<file path="src/rtl/pipe_stage_reg_pkg.sv">
// pipe_stage_reg_pkg: shared stall-vector indices, stop encodings and per-boundary payload layout.
package pipe_stage_reg_pkg;
  localparam int STG_PC  = 0;
  localparam int STG_IF  = 1;
  localparam int STG_ID  = 2;
  localparam int STG_EX  = 3;
  localparam int STG_MEM = 4;
  localparam int STG_WB  = 5;
  localparam logic STOP    = 1'b1;
  localparam logic NO_STOP = 1'b0;
  localparam int IF_ID_W  = 64;
  localparam int ID_EX_W  = 128;
  localparam int EX_MEM_W = 128;
  localparam int MEM_WB_W = 72;
  localparam int HILO_CNT_W = 66;
  // EX/MEM payload field offsets (LSB positions) for the stage wrappers
  localparam int EXM_WDATA_OFF = 0;
  localparam int EXM_WADDR_OFF = 32;
  localparam int EXM_WREG_OFF  = 37;
  localparam int EXM_ALUOP_OFF = 38;
  localparam int EXM_MADDR_OFF = 46;
  localparam int EXM_RS2_OFF   = 78;
endpackage

</file>
<file path="src/rtl/pipe_stage_reg_if.sv">
// pipe_stage_reg_if: upstream payload/side-state inputs and registered stage outputs.
interface pipe_stage_reg_if #(
  parameter int DATA_W  = pipe_stage_reg_pkg::EX_MEM_W,
  parameter int CARRY_W = pipe_stage_reg_pkg::HILO_CNT_W,
  parameter int CNT_W   = 8
);
  logic               in_valid;
  logic [DATA_W-1:0]  in_data;
  logic [CARRY_W-1:0] carry_i;
  logic               out_valid;
  logic [DATA_W-1:0]  out_data;
  logic [CARRY_W-1:0] carry_o;
  logic [CNT_W-1:0]   hold_cycles;
  logic               bubble_o;
  modport master (output in_valid, in_data, carry_i, input out_valid, out_data, carry_o, hold_cycles, bubble_o);
  modport slave  (input in_valid, in_data, carry_i, output out_valid, out_data, carry_o, hold_cycles, bubble_o);
endinterface

</file>
<file path="src/rtl/pipe_stage_reg_sat_counter.sv">
// sat_counter: saturating up-counter with synchronous clear and async active-low reset.
module sat_counter #(
  parameter int W = 8
) (
  input  logic         clk,
  input  logic         rst,
  input  logic         clr_i,
  input  logic         inc_i,
  output logic [W-1:0] cnt_o
);
  logic [W-1:0] cnt_q, cnt_d;
  always_comb cnt_d = clr_i ? '0 : (inc_i && cnt_q != '1) ? cnt_q + W'(1) : cnt_q;
  always_ff @(posedge clk or negedge rst)
    if (!rst) cnt_q <= '0;
    else cnt_q <= cnt_d;
  assign cnt_o = cnt_q;
endmodule

</file>
<file path="src/rtl/pipe_stage_reg.sv">
// pipe_stage_reg: generic inter-stage pipeline latch with stall/flush rules and multi-cycle side-state feedback.
module pipe_stage_reg
  import pipe_stage_reg_pkg::*;
#(
  parameter int                DATA_W   = 128,
  parameter int                CARRY_W  = 66,
  parameter int                STALL_W  = 6,
  parameter int                STAGE    = STG_EX,
  parameter logic [DATA_W-1:0] NOP_DATA = '0,
  parameter int                CNT_W    = 8
) (
  input  logic               clk,
  input  logic               rst,
  input  logic [STALL_W-1:0] stall,
  input  logic               flush,
  pipe_stage_reg_if.slave    bus
);
  // the last boundary has no downstream stall bit, so dn reads as NoStop
  localparam bit HAS_DN = STAGE < STALL_W - 1;
  localparam int DN_IDX = HAS_DN ? STAGE + 1 : STAGE;
  logic               up, dn, hold;
  logic               valid_q, valid_d, bubble_q, bubble_d;
  logic [DATA_W-1:0]  data_q, data_d;
  logic [CARRY_W-1:0] carry_q, carry_d;
  always_comb begin
    up       = stall[STAGE] == STOP;
    dn       = HAS_DN && stall[DN_IDX] == STOP;
    hold     = !flush && up && dn;
    valid_d  = hold ? valid_q : (flush || up) ? 1'b0 : bus.in_valid;
    data_d   = hold ? data_q : (flush || up) ? NOP_DATA : bus.in_data;
    carry_d  = (!flush && up) ? bus.carry_i : '0;
    bubble_d = !flush && up && !dn;
  end
  always_ff @(posedge clk or negedge rst)
    if (!rst) begin
      valid_q  <= 1'b0;
      data_q   <= NOP_DATA;
      carry_q  <= '0;
      bubble_q <= 1'b0;
    end else begin
      valid_q  <= valid_d;
      data_q   <= data_d;
      carry_q  <= carry_d;
      bubble_q <= bubble_d;
    end
  sat_counter #(.W(CNT_W)) u_hold (
    .clk   (clk),
    .rst   (rst),
    .clr_i (!hold),
    .inc_i (hold),
    .cnt_o (bus.hold_cycles)
  );
  assign bus.out_valid = valid_q;
  assign bus.out_data  = data_q;
  assign bus.carry_o   = carry_q;
  assign bus.bubble_o  = bubble_q;
endmodule

</file>
<file path="src/flat_wrapper.sv">
// flat-port wrapper written by rule: the top's interface ports become plain ports
module pipe_stage_reg_flat import pipe_stage_reg_pkg::*;
#(
  parameter int                DATA_W   = 128,
  parameter int                CARRY_W  = 66,
  parameter int                STALL_W  = 6,
  parameter int                STAGE    = STG_EX,
  parameter logic [DATA_W-1:0] NOP_DATA = '0,
  parameter int                CNT_W    = 8
)
  (clk, rst, stall, flush, bus_in_valid, bus_in_data, bus_carry_i, bus_out_valid, bus_out_data, bus_carry_o, bus_hold_cycles, bus_bubble_o);
  pipe_stage_reg_if #(.DATA_W(DATA_W), .CARRY_W(CARRY_W), .CNT_W(CNT_W)) bus_i ();
  input  logic clk;
  input  logic rst;
  input  logic [STALL_W-1:0] stall;
  input  logic flush;
  input wire logic [$bits(bus_i.in_valid)-1:0] bus_in_valid;
  input wire logic [$bits(bus_i.in_data)-1:0] bus_in_data;
  input wire logic [$bits(bus_i.carry_i)-1:0] bus_carry_i;
  output wire logic [$bits(bus_i.out_valid)-1:0] bus_out_valid;
  output wire logic [$bits(bus_i.out_data)-1:0] bus_out_data;
  output wire logic [$bits(bus_i.carry_o)-1:0] bus_carry_o;
  output wire logic [$bits(bus_i.hold_cycles)-1:0] bus_hold_cycles;
  output wire logic [$bits(bus_i.bubble_o)-1:0] bus_bubble_o;
  assign bus_i.in_valid = bus_in_valid;
  assign bus_i.in_data = bus_in_data;
  assign bus_i.carry_i = bus_carry_i;
  assign bus_out_valid = bus_i.out_valid;
  assign bus_out_data = bus_i.out_data;
  assign bus_carry_o = bus_i.carry_o;
  assign bus_hold_cycles = bus_i.hold_cycles;
  assign bus_bubble_o = bus_i.bubble_o;
  pipe_stage_reg #(.DATA_W(DATA_W), .CARRY_W(CARRY_W), .STALL_W(STALL_W), .STAGE(STAGE), .NOP_DATA(NOP_DATA), .CNT_W(CNT_W)) u_core (.clk(clk), .rst(rst), .stall(stall), .flush(flush), .bus(bus_i));
endmodule
</file>
<file path="config.mk">
export PLATFORM = sky130hd
export DESIGN_NAME = pipe_stage_reg_flat
export DESIGN_NICKNAME = d
export VERILOG_FILES = /design/src/rtl/pipe_stage_reg_pkg.sv /design/src/rtl/pipe_stage_reg_if.sv /design/src/rtl/pipe_stage_reg_sat_counter.sv /design/src/rtl/pipe_stage_reg.sv /design/src/flat_wrapper.sv
export SDC_FILE = /design/constraint.sdc
export NUM_CORES = 1
export LEC_CHECK = 0
export BUFFER_PORTS_ARGS = -buffer_cell sky130_fd_sc_hd__buf_2
export CAP_MARGIN = 20
export CORE_AREA = 2 2 159 161
export DETAILED_ROUTE_END_ITERATION = 16
export DIE_AREA = 0 0 161 163
export PLACE_DENSITY = 0.66
export SLEW_MARGIN = 30
export SYNTH_ARGS = -nofsm -noshare
export SYNTH_HDL_FRONTEND = slang
export SYNTH_SLANG_ARGS = --single-unit
</file>
<file path="constraint.sdc">
create_clock -name clk -period 3.6 [get_ports clk]
set_input_delay 0 -clock clk [delete_from_list [all_inputs] [get_ports clk]]
set_output_delay 0 -clock clk [all_outputs]
set_load 0.005 [all_outputs]
</file>
==> impl_metrics.csv <==
group,metric,value,unit
status,status,"finished, final reports clean",
cells_and_area,area_growth,73.6,%
yosys,synth_compound_area_share,17.2,%
floorplanning,start_util,28.8,%
route,drtIter0Drc,345,
sta,fin_hold_ws,11.2,ps
cts,cts_buffers,22,
cts,root_buffer,"clkbuf_16",
yosys,synth_top_area_cell,"dfrtp_1",
route,vias_per_cell,4.59,
sta,clock_skew,1.43,ps
cts,htree_levels,1,
setup_path,cp-startpoint,"stall[4]",
cells_and_area,final_common_cell,"buf_2",
yosys,yosysTopAreaCellShare,72.0,%
cts,cts_setup_buffers,0,
power_and_ir_drop,vdd_drop_max,0.000333,V
yosys,syn_area,7090,um^2
sta,max_freq,498,MHz
grt,antenna_found_initial,0,
yosys,netlist_instances,472,
floorplanning,num_rows,58,
yosys,yosys.area_share.xor_xnor,0,%
sta,worst_slew_pin_slew,848,ps
yosys,ys_seq_area_share,72.0,%
floorplanning,die_area,26200,um^2
floorplanning,io_pins,408,
cells_and_area,layout_common_cells,"402 x buf_2, 213 x dlygate4sd3_1, 204 x dfrtp_1, 129 x a22o_1, 66 x and2_1",
cts,hold_buffers,213,
place,hpwl,14000,um
power_and_ir_drop,p_per_area,435,nW/um^2
cts,cts_sinks,204,
grt,overflow,0,
cts,post_cts_resized,0,
power_and_ir_drop,p_leak,6.67,nW
setup_path,worst_setup_path_start_kind,"input pin",
grt,grt_usage,18.0,%
floorplanning,die_w,161,um
yosys,synthAdderAreaFrac,0.176,%
route,dr_wl_met3,2240,um
setup_path,worst_r2r_endpoint,"u_core.u_hold.cnt_o[6]$_DFFE_PN0P_",
run,maxCapViolCount,0,
sta,finalSetupViolations,0,
yosys,syn_nets,677,
sta,min_period,2010,ps
sta,finalCritPeriodShare,55.8,%
sta,rsz0062_at_grt,"false",
yosys,synth-simple-area-share,7.46,%
setup_path,worst-r2r-cell-count,4,
yosys,ys_top_cells_by_area,"dfrtp_1 72%, a22o_1 16%, and2_1 5.8%",
sta,fin_setup_tns,0,ps
setup_path,r2r-start,"u_core.u_hold.cnt_o[0]$_DFFE_PN0P_",
place,numPortBuffers,403,
setup_path,crit_path_end_kind,"flop",
hold_path,hp-class,"in -> async",
route,drtAntennaViolNets,0,
grt,grt_pass1_vias,6980,
yosys,synth_cell_types,27,
cells_and_area,antenna_cells,0,
grt,grt_pass1_wl,38100,um
place,gp_congestion,0.786,
cells_and_area,nets,1290,
cts,cts_buffer_depth,3,
cells_and_area,drive_gt1_share,41.1,%
sta,slew_headroom,43.4,%
cts,worstSkewPairLatency,500,ps
setup_path,worstPathMaxFanout,115,
route,dr.pass1.iters,4,
route,highest_layer,"met4",
floorplanning,core,24700,um^2
route,drcViolationCount,0,
setup_path,rrSetupSlack,2140,ps
floorplanning,die_y,163,um
yosys,ys_warn_count,0,
route,routed_wl,24700,um
yosys,ys_ff_latch,204,
route,vias,6565,
setup_path,cp.required,4040,ps
sta,hold_violations,0,
yosys,synthMuxAreaShare,0,%
route,wl_met2,12200,um
route,wl_per_cell,17.3,um
route,wl_met1,9640,um
yosys,syn_avg_cell_area,15.0,um^2
setup_path,crit_type,"in -> reg",
cts,cts_tree,"yes",
cts,clk_pin_slew,60,ps
yosys,synth_top_family_by_area,"compound AO/OA/AOI/OAI gates",
sta,slew_viol_final,0,
setup_path,arrival,2450,ps
grt,grt_max_degree,117,
## through the flow
step           power (W)  worst slack (ps)  cells  cell area (um^2)  util (%)
5_1_grt          0.00560              1540   1431             12300      49.9
6_report         0.00536              1590   1431             12300      49.9
3_5_place_dp     0.00291              2100   1177              9410      38.1
4_1_cts          0.00539              1680   1430             12300      49.8
3_3_place_gp     0.00290              2130   1177              9410      38.1
2_1_floorplan    0.00262              2300    472              7090         -
## how the worst max path moves through the flow
stage / endpoint / slack (ps) / depth (start not counted)
after floorplan: u_core.u_hold.cnt_o[5]$_DFFE_PN0P_ / 2300 / 4
after global placement: u_core.bus.out_data[109]$_DFFE_PN0N_ / 2130 / 4
after detailed placement: u_core.bus.out_data[75]$_DFFE_PN0N_ / 2100 / 4
after CTS: u_core.bus.out_data[99]$_DFFE_PN0N_ / 1680 / 6
after global routing: u_core.bus.out_data[100]$_DFFE_PN0N_ / 1540 / 6
final: u_core.bus.out_data[100]$_DFFE_PN0N_ / 1590 / 6
## logic make-up after synthesis
kind of cell / Yosys count
DFF: 204
AOI/OAI and AO/OA: 143
and+or+nand+nor: 87
adders and majority gates: 1
buffers and inverters: 37
## worst max-delay path, stage by stage
cell and delay, ps:
dlygate4sd3_1 540, buf_2 140, and3b_4 430, buf_12 400, a22o_1 250, dlygate4sd3_1 560
## state kept, by name, indices dropped and copies added (netlist names)
signal,flops
u_core.bus.bubble_o,1
u_core.bus.carry_o,66
u_core.bus.out_data,128
u_core.bus.out_valid,1
u_core.u_hold.cnt_o,8
## metal layers
metal  GRT usage [%]  vias to the layer above
met5               0                        -
met2            31.0                      345
met3            5.65                       48
met1            21.6                     3233
li1                -                     2939
met4            5.68                        0
## synth_stat cells (all sizes together)
cell / instances
nor3: 4
nand2: 4
a31oi: 4
clkbuf: 9
a22o: 129
o21ai: 3
o21bai: 2
dfrtp: 204
and3: 1
o311a: 2
nor2: 2
inv: 1
nor4b: 1
nand4: 2
and4: 1
buf: 27
nand3: 3
and3b: 1
and2: 66
and2b: 1
a21oi: 2
a21boi: 1
ha: 1
nor2b: 1
## cell type report
class	instances	area (um^2)
clock buffer	32	679
clock inverter	8	67.6
fill	2057	12400
inverter	1	3.75
multi-input combinational	231	1780
sequential	204	5100
tap	330	413
timing repair buffer	625	4270
## report_power, final
group          total (W)  internal [W]  switching [W]
clock network    0.00229       0.00138       0.000909
registers        0.00244       0.00239      0.0000495
logic           0.000627      0.000366       0.000261
total            0.00536       0.00414        0.00122
Note: power is estimated with default switching activity, not from simulation.
